File: src/rtl/adc_scan_pkg.sv
// Shared constants, FSM encoding and channel search helper for the ADC scan scheduler.
package adc_scan_pkg;

  localparam int ADC_W       = 12;
  localparam int DEF_PERIOD  = 3117;
  localparam int DEF_TIMEOUT = 4096;
  localparam int MAX_CH      = 32;

  typedef enum logic [2:0] {
    S_IDLE,
    S_ISSUE,
    S_WAIT_DONE,
    S_STORE,
    S_FINISH
  } state_t;

  // Lowest set bit of mask at index >= from; -1 when none remains.
  function automatic int find_ch(input logic [MAX_CH-1:0] mask, input int from);
    int r;
    r = -1;
    for (int i = MAX_CH - 1; i >= 0; i--) begin
      if (mask[i] && (i >= from)) r = i;
    end
    return r;
  endfunction

endpackage

File: src/rtl/adc_period_timer.sv
// Free-running scan period counter: counts 0..PERIOD-1 while enabled, ticks on the last count.
module adc_period_timer
  import adc_scan_pkg::*;
#(
  parameter int PERIOD = DEF_PERIOD
) (
  input  logic clk_i,
  input  logic rst_i,
  input  logic en_i,
  output logic tick_o
);

  localparam int CW = (PERIOD > 1) ? $clog2(PERIOD) : 1;
  localparam logic [CW-1:0] LAST = CW'(PERIOD - 1);

  logic [CW-1:0] cnt_q;

  always_ff @(posedge clk_i) begin
    if (rst_i || !en_i || (cnt_q == LAST)) cnt_q <= '0;
    else                                   cnt_q <= cnt_q + CW'(1);
  end

  assign tick_o = en_i && (cnt_q == LAST);

endmodule

File: src/rtl/adc_scan_scheduler.sv
// Scan scheduler: turns period ticks and one-shot requests into per-channel SPI conversions.
// Optional conversion watchdog enabled by defining ADC_SCAN_TIMEOUT_EN.
//
// state     | meaning
// IDLE      | waiting for a pending request; snapshots mask/mode on start
// ISSUE     | waiting for engine idle, then pulses conv_start
// WAIT_DONE | conversion in flight, waiting for conv_done
// STORE     | result written; pick next channel or finish
// FINISH    | scan_done pulse active; busy drops on exit
module adc_scan_scheduler
  import adc_scan_pkg::*;
#(
  parameter int NUM_CH  = 2,
  parameter int CH_W    = (NUM_CH > 1) ? $clog2(NUM_CH) : 1,
  parameter int PERIOD  = DEF_PERIOD,
  parameter int TIMEOUT = DEF_TIMEOUT
) (
  input  logic                    clk_i,
  input  logic                    rst_i,
  input  logic                    scan_en_i,
  input  logic [NUM_CH-1:0]       ch_mask_i,
  input  logic                    sgl_mode_i,
  input  logic                    oneshot_req_i,
  output logic                    conv_start_o,
  output logic [CH_W-1:0]         conv_ch_o,
  output logic                    conv_sgl_o,
  input  logic                    conv_busy_i,
  input  logic                    conv_done_i,
  input  logic [ADC_W-1:0]        conv_data_i,
  output logic [ADC_W*NUM_CH-1:0] res_data_o,
  output logic                    res_valid_o,
  output logic [CH_W-1:0]         res_ch_o,
  output logic                    scan_done_o,
  output logic                    busy_o,
  output logic                    overrun_o,
  output logic                    timeout_err_o
);

  state_t                       state_q;
  logic                         pending_q;
  logic [NUM_CH-1:0]            mask_q;
  logic [CH_W-1:0]              ch_q;
  logic [CH_W-1:0]              res_ch_q;
  logic [NUM_CH-1:0][ADC_W-1:0] res_q;
  logic conv_start_q, conv_sgl_q, res_valid_q, scan_done_q, busy_q, overrun_q;

  logic              tick;
  logic [MAX_CH-1:0] live_ext, snap_ext;
  int                first_idx, next_idx;

  adc_period_timer #(.PERIOD(PERIOD)) u_timer (
    .clk_i  (clk_i),
    .rst_i  (rst_i),
    .en_i   (scan_en_i),
    .tick_o (tick)
  );

  always_comb begin
    live_ext = '0;
    snap_ext = '0;
    live_ext[NUM_CH-1:0] = ch_mask_i;
    snap_ext[NUM_CH-1:0] = mask_q;
    first_idx = find_ch(live_ext, 0);
    next_idx  = find_ch(snap_ext, int'(ch_q) + 1);
  end

`ifdef ADC_SCAN_TIMEOUT_EN
  localparam int TW = $clog2(TIMEOUT + 1);
  logic [TW-1:0] tmo_q;
  logic          timeout_q;
`endif

  always_ff @(posedge clk_i) begin
    if (rst_i) begin
      state_q      <= S_IDLE;
      pending_q    <= 1'b0;
      mask_q       <= '0;
      ch_q         <= '0;
      res_ch_q     <= '0;
      res_q        <= '0;
      conv_start_q <= 1'b0;
      conv_sgl_q   <= 1'b0;
      res_valid_q  <= 1'b0;
      scan_done_q  <= 1'b0;
      busy_q       <= 1'b0;
      overrun_q    <= 1'b0;
`ifdef ADC_SCAN_TIMEOUT_EN
      tmo_q        <= '0;
      timeout_q    <= 1'b0;
`endif
    end else begin
      conv_start_q <= 1'b0;
      res_valid_q  <= 1'b0;
      scan_done_q  <= 1'b0;
      // Ticks landing mid-scan are dropped, only flagged.
      if (state_q != S_IDLE && tick) overrun_q <= 1'b1;
      if (state_q != S_IDLE && oneshot_req_i) pending_q <= 1'b1;

      case (state_q)
        S_IDLE: begin
          pending_q <= !pending_q && (tick || oneshot_req_i);
          if (pending_q && (first_idx >= 0)) begin
            mask_q     <= ch_mask_i;
            conv_sgl_q <= sgl_mode_i;
            ch_q       <= CH_W'(first_idx);
            busy_q     <= 1'b1;
            state_q    <= S_ISSUE;
          end
        end
        S_ISSUE: begin
          if (!conv_busy_i) begin
            conv_start_q <= 1'b1;
            state_q      <= S_WAIT_DONE;
`ifdef ADC_SCAN_TIMEOUT_EN
            tmo_q        <= TW'(TIMEOUT - 1);
`endif
          end
        end
        S_WAIT_DONE: begin
          if (conv_done_i) begin
            res_q[ch_q] <= conv_data_i;
            res_valid_q <= 1'b1;
            res_ch_q    <= ch_q;
            state_q     <= S_STORE;
          end
`ifdef ADC_SCAN_TIMEOUT_EN
          else if (tmo_q == '0) begin
            timeout_q <= 1'b1;
            if (next_idx >= 0) begin
              ch_q    <= CH_W'(next_idx);
              state_q <= S_ISSUE;
            end else begin
              scan_done_q <= 1'b1;
              state_q     <= S_FINISH;
            end
          end else begin
            tmo_q <= tmo_q - TW'(1);
          end
`endif
        end
        S_STORE: begin
          if (next_idx >= 0) begin
            ch_q    <= CH_W'(next_idx);
            state_q <= S_ISSUE;
          end else begin
            scan_done_q <= 1'b1;
            state_q     <= S_FINISH;
          end
        end
        S_FINISH: begin
          busy_q  <= 1'b0;
          state_q <= S_IDLE;
        end
        default: state_q <= S_IDLE;
      endcase
    end
  end

  assign conv_start_o = conv_start_q;
  assign conv_ch_o    = ch_q;
  assign conv_sgl_o   = conv_sgl_q;
  assign res_data_o   = res_q;
  assign res_valid_o  = res_valid_q;
  assign res_ch_o     = res_ch_q;
  assign scan_done_o  = scan_done_q;
  assign busy_o       = busy_q;
  assign overrun_o    = overrun_q;

`ifdef ADC_SCAN_TIMEOUT_EN
  assign timeout_err_o = timeout_q;
`else
  // Watchdog compiled out: constant 0, written against TIMEOUT so the parameter stays referenced.
  assign timeout_err_o = (TIMEOUT < 0);
`endif

endmodule

File: config.mk
export PLATFORM = sky130hd
export DESIGN_NAME = adc_scan_scheduler
export DESIGN_NICKNAME = d
export VERILOG_FILES = /design/src/rtl/adc_scan_pkg.sv /design/src/rtl/adc_period_timer.sv /design/src/rtl/adc_scan_scheduler.sv
export SDC_FILE = /design/constraint.sdc
export NUM_CORES = 1
export LEC_CHECK = 0
export CAP_MARGIN = 40
export CORE_MARGIN = 8
export CORE_UTILIZATION = 60
export DETAILED_ROUTE_END_ITERATION = 8
export DONT_BUFFER_PORTS = 1
export PLACE_DENSITY = 0.73
export SLEW_MARGIN = 20
export SYNTH_ARGS = -nofsm -noshare
export SYNTH_HDL_FRONTEND = slang
export SYNTH_SLANG_ARGS = --single-unit
File: constraint.sdc
create_clock -name clk_i -period 3.86 [get_ports clk_i]
set_input_delay 0.965 -clock clk_i [delete_from_list [all_inputs] [get_ports clk_i]]
set_output_delay 0.965 -clock clk_i [all_outputs]
set_load 0.005 [all_outputs]
==> run summary, run 1 <==
=====================================================================================================
Result of the run                                                                           completed
Final setup fails                                                                                   0
Synthesized area                                                                             1950 um2
Mapped Nets                                                                                       225
Category of the worst setup path launch point                                               flip-flop
Gp weighted congestion                                                                          0.817
Post-synth EDFFs                                                                                    0
Setup TNS                                                                                        0 ps
Grt ovf                                                                                             0
Total of hold buffers inserted after clock tree synthesis                                           0
Total DRC errors in the routed layout                                                               0
Transition time of the tightest slew-check pin                                                 713 ps
Syn Area/Cell                                                                                9.64 um2
Library cell occupying the most area in the post-synthesis netlist                       sky130_fd_sc_hd__dfxtp_1
Static Leakage                                                                               0.795 nW
Root Buffer                                                                              sky130_fd_sc_hd__clkbuf_4
Depth of the CTS H-tree                                                                             2
Sequential-to-total area share from yosys stat                                                  50.4%
Average wire per cell in the routed design                                                    15.1 um
Post-synth top area share                                                                       50.4%
Register bit total from synthesis                                                                  49
Standard cell core area                                                                      3080 um2
Largest net degree at the start of global routing                                                  37
Signed area change from the synthesized netlist to the final layout                             3.21%
RSZ-0062 raised after global routing                                                               no
Number of iterations in the first detailed-routing pass                                             4
First-pass GRT wire length                                                                    5530 um
Top-Level Pins                                                                                     54
Maximum Capacitance Violations                                                                      0
Sequential fraction of design power                                                             61.6%
Power share of the clock group                                                                  33.1%
Fraction of layout instances using a drive strength above 1                                     5.00%
Post-route fraction of the period consumed by the critical path                                 47.1%
Std-Cell Rows                                                                                      20
Asr flop ratio synth                                                                               0%
Area fraction in compound gates after synthesis                                                 5.72%
Clock latency on the worst-skew pair                                                           350 ps
Simple-Gate Fraction of Synth Area                                                              19.8%
Net switching component of the power                                                       0.000193 W
Via/cell ratio                                                                                   5.64
Data arrival, critical path                                                                   2070 ps
Leading cell type in the layout, fill and taps excluded                                  sky130_fd_sc_hd__nor2_1
Die X                                                                                         73.0 um
Antenna diodes                                                                                      0
Die extent in y                                                                               73.0 um
Switching share of total power                                                                  22.1%
Total Die Area                                                                               5320 um2
Clock transition at path regs                                                                  130 ps
Type of the tightest min-delay check                                                     flip-flop to flip-flop
Pwr/cell area                                                                              434 nW/um2
Minimum period implied by the final worst setup slack                                         1820 ps
Final antenna-violating net count                                                                   0
Final Power                                                                                0.000871 W
Relative contribution of combinational cells to total power                                      5.3%
Via count of the first global-routing pass                                                       1228
XOR/XNOR Fraction of Synth Area                                                                 4.50%
Total wire length                                                                             3680 um
Primary FF master, synth                                                                 sky130_fd_sc_hd__dfxtp_1
Internal power                                                                             0.000678 W
Num Clock Sinks                                                                                    49
GRT Overall Usage                                                                               12.9%
NumNets Final                                                                                     222
Clock Skew                                                                                    16.0 ps
Number of buffers inserted by post-CTS setup repair                                                 0
Final hold violation count                                                                          0
Crit Path Class                                                                          flip-flop to flip-flop
Worst supply voltage drop on vdd                                                             0.308 mV
CTS buffer count                                                                                    5
Max-slew headroom                                                                               52.5%
Crit path max fanout                                                                               13
Dominant cells by area after synthesis                                                   sky130_fd_sc_hd__dfxtp_1 (50%), sky130_fd_sc_hd__mux2i_1 (13%), sky130_fd_sc_hd__nor2_1 (9.6%)
Top library cells by usage in the layout, fill and taps aside                            sky130_fd_sc_hd__nor2_1 (50), sky130_fd_sc_hd__dfxtp_1 (49), sky130_fd_sc_hd__mux2i_1 (25), sky130_fd_sc_hd__xor2_1 (8)
Max Clock Freq                                                                                550 MHz
Number of DRC markers after the initial detailed-route iteration                                   90
CTS tree                                                                                        built
Total of warnings raised by yosys                                                                   0
Count of buffers inserted at the top-level ports                                                    0
Final HPWL DP                                                                                 2700 um
Detailed-route via count                                                                         1376
Post-synthesis share of cell area spent on full adders, half adders and majority gates          1.29%
Starting density of the core                                                                    63.3%
Synth unique cells                                                                                 34
Number of antenna violations at the first check in global routing                                   0
Resized cells post-CTS                                                                              0
Maximum buffer depth of the clock tree                                                              2
Number of cells produced by synthesis                                                             202
Max Transition Viols Final                                                                          0
Required time reported for the critical path endpoint                                         4110 ps
Critical path capture point type                                                            flip-flop
Largest family of logic cells by synthesized area                                        simple AND/OR/NAND/NOR gates
Fraction of synthesized area in multiplexers                                                    12.9%
=====================================================================================================
[cell type report]
type / instances / area, um2
fillers: 257 / 1070
inverters: 6 / 22.5
well taps: 44 / 55.1
repair buffers: 1 / 7.51
clock inverters: 2 / 38.8
flip-flops and latches: 49 / 981
clock buffers: 6 / 41.3
multi-input cells: 136 / 863
[path summary, 6_finish.rpt]
path	endpoint	from	cells after the start	slack, ps
worst max-delay path	res_data_o[17]	state_q[0]	4	2040
worst min-delay path	u_timer.cnt_q[0]	u_timer.cnt_q[0]	1	490
worst max register to register	res_data_o[17]	state_q[0]	4	2040
worst min register to register	u_timer.cnt_q[0]	u_timer.cnt_q[0]	1	490
[per-layer routing]
layer,wire length (um),vias to the layer above,share of wire [%],global-route usage (%)
li1,-,668,-,-
met1,1480,658,40,13.6
met2,1750,45,48,21.5
met3,401,5,11,6.46
met4,39,0,1.1,5.11
met5,0,-,0,0
[state kept, by name, summed over array words and instances, names as in the netlist]
name	cells
busy_o	1
conv_sgl_o	1
res_data_o	24
pending_q	1
conv_ch_o	1
state_q	3
res_valid_o	1
conv_start_o	1
scan_done_o	1
res_ch_o	1
u_timer.cnt_q	12
mask_q	1
overrun_o	1
[power groups by stage]
stage | registers, W | clock network (W) | logic, W
after floorplan | 0.000539 | 0 | 0.0000508
after global placement | 0.000547 | 0 | 0.0000443
after detailed placement | 0.000548 | 0 | 0.0000458
after CTS | 0.000537 | 0.000300 | 0.0000461
after global routing | 0.000539 | 0.000318 | 0.0000523
final | 0.000537 | 0.000289 | 0.0000458
[stage by stage]
step	util [%]	setup WS [ps]	hold WS, ps	std cells	area (um2)
detailed placement	62.7	1780	473	236	1930
CTS	65.3	2050	496	244	2010
global placement	62.7	1830	453	236	1930
finish	65.3	2040	491	244	2010
global route	65.3	1890	512	244	2010
floorplan	-	2000	437	202	1950
[critical path, cell delays in order, from the launching register on]
cell,delay (ps)
sky130_fd_sc_hd__dfxtp_1,570
sky130_fd_sc_hd__nand4bb_4,240
sky130_fd_sc_hd__or2_1,580
sky130_fd_sc_hd__mux2i_1,270
sky130_fd_sc_hd__nor2_1,50
[Yosys cell counts (3+ instances only)]
cell / instances
sky130_fd_sc_hd__a21oi_1: 5
sky130_fd_sc_hd__a31oi_1: 3
sky130_fd_sc_hd__buf_2: 3
sky130_fd_sc_hd__clkbuf_1: 4
sky130_fd_sc_hd__dfxtp_1: 49
sky130_fd_sc_hd__inv_1: 6
sky130_fd_sc_hd__mux2i_1: 25
sky130_fd_sc_hd__nand2_1: 5
sky130_fd_sc_hd__nand3_1: 6
sky130_fd_sc_hd__nand4_1: 3
sky130_fd_sc_hd__nor2_1: 50
sky130_fd_sc_hd__nor3_1: 5
sky130_fd_sc_hd__o21ai_0: 5
sky130_fd_sc_hd__xor2_1: 8
[kinds of logic after synthesis]
group           count (synthesis)
flops                          49
buf+inv                        17
mux                            25
simple gates                   80
compound gates                 18
other cells                     1
xor+xnor                       10
fa+ha+maj                       2
(Power assumes the default switching activity.)
==> run 2, diff against run 1 <==
CORE_UTILIZATION = 55   (was 60)
PLACE_DENSITY = 0.7   (was 0.73)
clock period = 1.51 ns   (was 3.86 ns; I/O delays follow)
==> run summary, run 2 (synthesis gave the netlist of run 1 again) <==
==================================================================================
Sequential cell area in the final layout                                   981 um2
Worst supply voltage drop on vdd                                          0.596 mV
Total of hold buffers inserted after clock tree synthesis                        0
Post-route fraction of the period consumed by the critical path              92.1%
Grt ovf                                                                          0
Top library cells by usage in the layout, fill and taps aside         sky130_fd_sc_hd__nor2_1 (50), sky130_fd_sc_hd__dfxtp_1 (49), sky130_fd_sc_hd__mux2i_1 (25), sky130_fd_sc_hd__xor2_1 (8)
Via count of the first global-routing pass                                    1333
CTS tree                                                                     built
Final Power                                                              0.00229 W
Num Clock Sinks                                                                 49
Via/cell ratio                                                                5.43
Met2 demand-to-capacity share in global routing                              24.5%
Detailed-route via count                                                      1369
Starting density of the core                                                 57.9%
Internal power                                                           0.00179 W
Relative contribution of combinational cells to total power                   6.4%
Start point of the critical path                                      u_timer.cnt_q[10]
Die X                                                                      75.5 um
Total wire length                                                          3920 um
Max Clock Freq                                                             719 MHz
Max Transition Viols Final                                                       0
Switching share of total power                                               21.9%
Antenna diodes                                                                   0
Final hold violation count                                                       0
Endpoint of the most critical setup path                              u_timer.cnt_q[2]
Grt peak-use layer                                                            met2
Number of antenna violations at the first check in global routing                0
Sequential fraction of design power                                          59.2%
Data arrival, critical path                                                1640 ps
Post-Route Utilization                                                       62.0%
Beginning of the worst register-to-register path                      u_timer.cnt_q[10]
Die extent in y                                                            75.5 um
Average wire per cell in the routed design                                 15.6 um
Power share of the clock group                                               34.3%
Final antenna-violating net count                                                0
Root Buffer                                                           sky130_fd_sc_hd__clkbuf_4
CTS buffer count                                                                 5
Fraction of layout instances using a drive strength above 1                  8.74%
Std-Cell Rows                                                                   21
Type of the tightest min-delay check                                  input pin to flip-flop
Number of stages on the worst hold path                                          1
First-pass GRT wire length                                                 6090 um
Minimum period implied by the final worst setup slack                      1390 ps
Maximum buffer depth of the clock tree                                           2
Area after DPL                                                            1980 um2
NumNets Final                                                                  228
Flop-to-flop setup slack                                                    120 ps
Net switching component of the power                                    0.000502 W
GRT Overall Usage                                                            13.7%
Number of iterations in the first detailed-routing pass                          4
Final setup fails                                                                0
R2r worst-path depth                                                             5
Multi-input gate area in the final layout                                  870 um2
Crit path max fanout                                                            11
Reg-to-reg endpoint                                                   u_timer.cnt_q[2]
Area of all placed cells without fillers                                  2080 um2
Setup TNS                                                                     0 ps
Static Leakage                                                            0.830 nW
Total Die Area                                                            5700 um2
Standard cell core area                                                   3360 um2
Largest net degree at the start of global routing                               37
Depth of the CTS H-tree                                                          2
Met3 usage in global routing                                                 5.66%
Total DRC errors in the routed layout                                            0
Count of buffers inserted at the top-level ports                                 0
Clock Skew                                                                 6.85 ps
Clock transition at path regs                                               140 ps
Signed area change from the synthesized netlist to the final layout          7.07%
Result of the run                                                        completed
Pwr/cell area                                                          1100 nW/um2
Critical path capture point type                                         flip-flop
Top-Level Pins                                                                  54
Crit Path Class                                                       flip-flop to flip-flop
Gp weighted congestion                                                       0.865
Leading cell type in the layout, fill and taps excluded               sky130_fd_sc_hd__nor2_1
Number of DRC markers after the initial detailed-route iteration                31
Required time reported for the critical path endpoint                      1760 ps
Flip-flop count of the largest register, all copies and words added             24
Maximum Capacitance Violations                                                   0
Final HPWL DP                                                              2880 um
Clock latency on the worst-skew pair                                        350 ps
Met1 capacity usage during global routing                                    13.9%
Category of the worst setup path launch point                            flip-flop
Fill cell total of the finished layout                                         298
==================================================================================
[run 2: timing repair]
action,4_1_cts,5_1_grt
buffers inserted,1,0
endpoints found under the setup margin,5,1
pin swaps,1,0
cloned,0,0
resized for setup,0,1
[run 2: area by class of cell]
type | count | area share, %
multi-input cells | 136 | 41.7
well taps | 46 | 2.76
flip-flops and latches | 49 | 47.1
clock buffers | 6 | 2.46
clock inverters | 2 | 1.80
repair buffers | 7 | 3.12
inverters | 6 | 1.08
[run 2: worst min-delay path by stage]
stage	from	endpoint	slack [ps]
5_1_grt	rst_i	res_data_o[21]	50
4_1_cts	rst_i	res_data_o[21]	60
3_3_place_gp	state_q[2]	state_q[1]	440
2_1_floorplan	u_timer.cnt_q[0]	u_timer.cnt_q[0]	440
6_report	rst_i	res_data_o[21]	80
3_5_place_dp	state_q[2]	state_q[1]	450
[run 2: power groups by stage]
stage / logic (W) / clock network (W) / registers, W
final: 0.000147 / 0.000786 / 0.00136
after global routing: 0.000169 / 0.000845 / 0.00136
after CTS: 0.000149 / 0.000815 / 0.00136
after detailed placement: 0.000144 / 0 / 0.00139
after global placement: 0.000138 / 0 / 0.00138
after floorplan: 0.000130 / 0 / 0.00138
[run 2: per-stage QoR]
step | setup WS, ps | std cells | hold slack, ps
2_1_floorplan | 171 | 202 | 437
3_3_place_gp | 128 | 243 | 436
3_5_place_dp | 15.2 | 243 | 447
4_1_cts | 148 | 252 | 61.3
5_1_grt | -10.7 | 252 | 46.0
6_report | 120 | 252 | 84.5
[run 2: critical path, stage by stage, from the launching register on]
cell and delay (ps):
sky130_fd_sc_hd__dfxtp_1 400, sky130_fd_sc_hd__nor4bb_2 410, sky130_fd_sc_hd__nand3_1 120, sky130_fd_sc_hd__nand3b_1 120, sky130_fd_sc_hd__buf_4 180, sky130_fd_sc_hd__nor2_1 60
[run 2: per-layer routing]
metal	share of wire (%)	wire, um	vias to the layer above
met5	0	0	-
met4	1.2	48	0
met3	11	443	4
met2	49	1940	46
met1	38	1490	638
li1	-	-	681
==> run 3, diff against run 2 <==
MAX_ROUTING_LAYER = met4   (was not set)
==> run summary, run 3 (synthesis gave the netlist of run 1 again) <==
==================================================================================
CTS buffer count                                                                 5
Signed area change from the synthesized netlist to the final layout          7.07%
Number of iterations in the first detailed-routing pass                          4
Critical Path Max Stage Delay                                               410 ps
Stages on the worst setup path                                                   5
Flip-flop count of the largest register, all copies and words added             24
Total DRC errors in the routed layout                                            0
Std-Cell Rows                                                                   21
Setup TNS                                                                     0 ps
Starting density of the core                                                 57.9%
NumNets Final                                                                  228
Number of DRC markers after the initial detailed-route iteration                31
Maximum Capacitance Violations                                                   0
Standard cell core area                                                   3360 um2
Pwr/cell area                                                          1100 nW/um2
Max Transition Viols Final                                                       0
Type of the tightest min-delay check                                  input pin to flip-flop
Fill cell total of the finished layout                                         298
Cell family with the largest share of critical-path delay             simple AND/OR/NAND/NOR gates
Total of hold buffers inserted after clock tree synthesis                        0
Category of the worst setup path launch point                            flip-flop
Top-Level Pins                                                                  54
Crit path max fanout                                                            11
Sequential cell area in the final layout                                   981 um2
Clock latency on the worst-skew pair                                        350 ps
Largest net degree at the start of global routing                               37
Maximum buffer depth of the clock tree                                           2
Critical-path top delay cell                                          sky130_fd_sc_hd__nor4bb_2
Die X                                                                      75.5 um
Required time reported for the critical path endpoint                      1760 ps
Crit Path Class                                                       flip-flop to flip-flop
Final hold violation count                                                       0
Antenna diodes                                                                   0
Total Die Area                                                            5700 um2
Grt ovf                                                                          0
Number of stages on the worst hold path                                          1
Number of antenna violations at the first check in global routing                0
CTS tree                                                                     built
Worst supply voltage drop on vdd                                          0.596 mV
Clock Skew                                                                 6.83 ps
Top library cells by usage in the layout, fill and taps aside         sky130_fd_sc_hd__nor2_1 (50), sky130_fd_sc_hd__dfxtp_1 (49), sky130_fd_sc_hd__mux2i_1 (25), sky130_fd_sc_hd__xor2_1 (8)
Count of buffers inserted at the top-level ports                                 0
Total wire length                                                          3920 um
Static Leakage                                                            0.830 nW
Max Clock Freq                                                             719 MHz
Post-route fraction of the period consumed by the critical path              92.1%
Final HPWL DP                                                              2880 um
Minimum period implied by the final worst setup slack                      1390 ps
Num Clock Sinks                                                                 49
Final antenna-violating net count                                                0
Root Buffer                                                           sky130_fd_sc_hd__clkbuf_4
CP bufs+invs                                                                     1
GRT Overall Usage                                                            14.1%
Multi-input gate area in the final layout                                  870 um2
Critical path capture point type                                         flip-flop
Leading cell type in the layout, fill and taps excluded               sky130_fd_sc_hd__nor2_1
Final Worst Setup Slack                                                     120 ps
Result of the run                                                        completed
Depth of the CTS H-tree                                                          2
Average wire per cell in the routed design                                 15.6 um
Setup WS pre-CTS                                                           15.2 ps
Start point of the critical path                                      u_timer.cnt_q[10]
Data arrival, critical path                                                1640 ps
First-pass GRT wire length                                                 6090 um
Worst hold start                                                             rst_i
Final setup fails                                                                0
Via count of the first global-routing pass                                    1333
Beginning of the worst register-to-register path                      u_timer.cnt_q[10]
Cells along the critical path                                         nor4bb_2, nand3_1, nand3b_1, buf_4, nor2_1
R2r worst-path depth                                                             5
Gp weighted congestion                                                       0.879
Detailed-route via count                                                      1369
Fraction of layout instances using a drive strength above 1                  8.74%
Die extent in y                                                            75.5 um
Clock transition at path regs                                               140 ps
Via/cell ratio                                                                5.43
==================================================================================
==> run 3: layout make-up <==
type / instances / share of cell area [%]
clock buffers: 6 / 2.46
clock inverters: 2 / 1.80
inverters: 6 / 1.08
multi-input cells: 136 / 41.7
flip-flops and latches: 49 / 47.1
well taps: 46 / 2.76
repair buffers: 7 / 3.12
==> run 3: metrics by stage <==
stage | hold WS, ps | total power (W) | util [%] | instance area (um2) | std cells
2_1_floorplan | 437 | 0.00151 | - | 1950 | 202
3_3_place_gp | 436 | 0.00152 | 58.9 | 1980 | 243
3_5_place_dp | 447 | 0.00153 | 58.9 | 1980 | 243
4_1_cts | 61.3 | 0.00232 | 61.8 | 2080 | 252
5_1_grt | 46.0 | 0.00238 | 62.0 | 2080 | 252
6_report | 84.5 | 0.00229 | 62.0 | 2080 | 252
==> run 3: timing repair <==
| action | 4_1_cts | 5_1_grt |
|---|---|---|
| setup buffers | 1 | 0 |
| hold endpoints to repair | 0 | 0 |
| pin swaps | 1 | 0 |
| gates resized for setup | 0 | 1 |
| setup endpoints to repair | 5 | 1 |
==> run 3: report_power, final <==
group | switching (W) | internal (W) | leakage, nW
logic | 0.0000783 | 0.0000689 | 0.389
clock network | 0.000392 | 0.000394 | 0.0445
registers | 0.0000308 | 0.00133 | 0.396
total | 0.000501 | 0.00179 | 0.830
==> run 3: final timing paths <==
path                                          to  slack [ps]
worst max-delay path            u_timer.cnt_q[2]         120
worst min-delay path              res_data_o[21]          80
worst max register to register  u_timer.cnt_q[2]         120
worst min register to register        state_q[1]         490
==> run 3: metal layers <==
metal  vias up  GRT usage [%]  wire length [um]
li1        681              -                 -
met1       638           14.0              1510
met2        46           24.5              1940
met3         4           5.39               428
met4         0           5.12                48
met5         -              -                 0
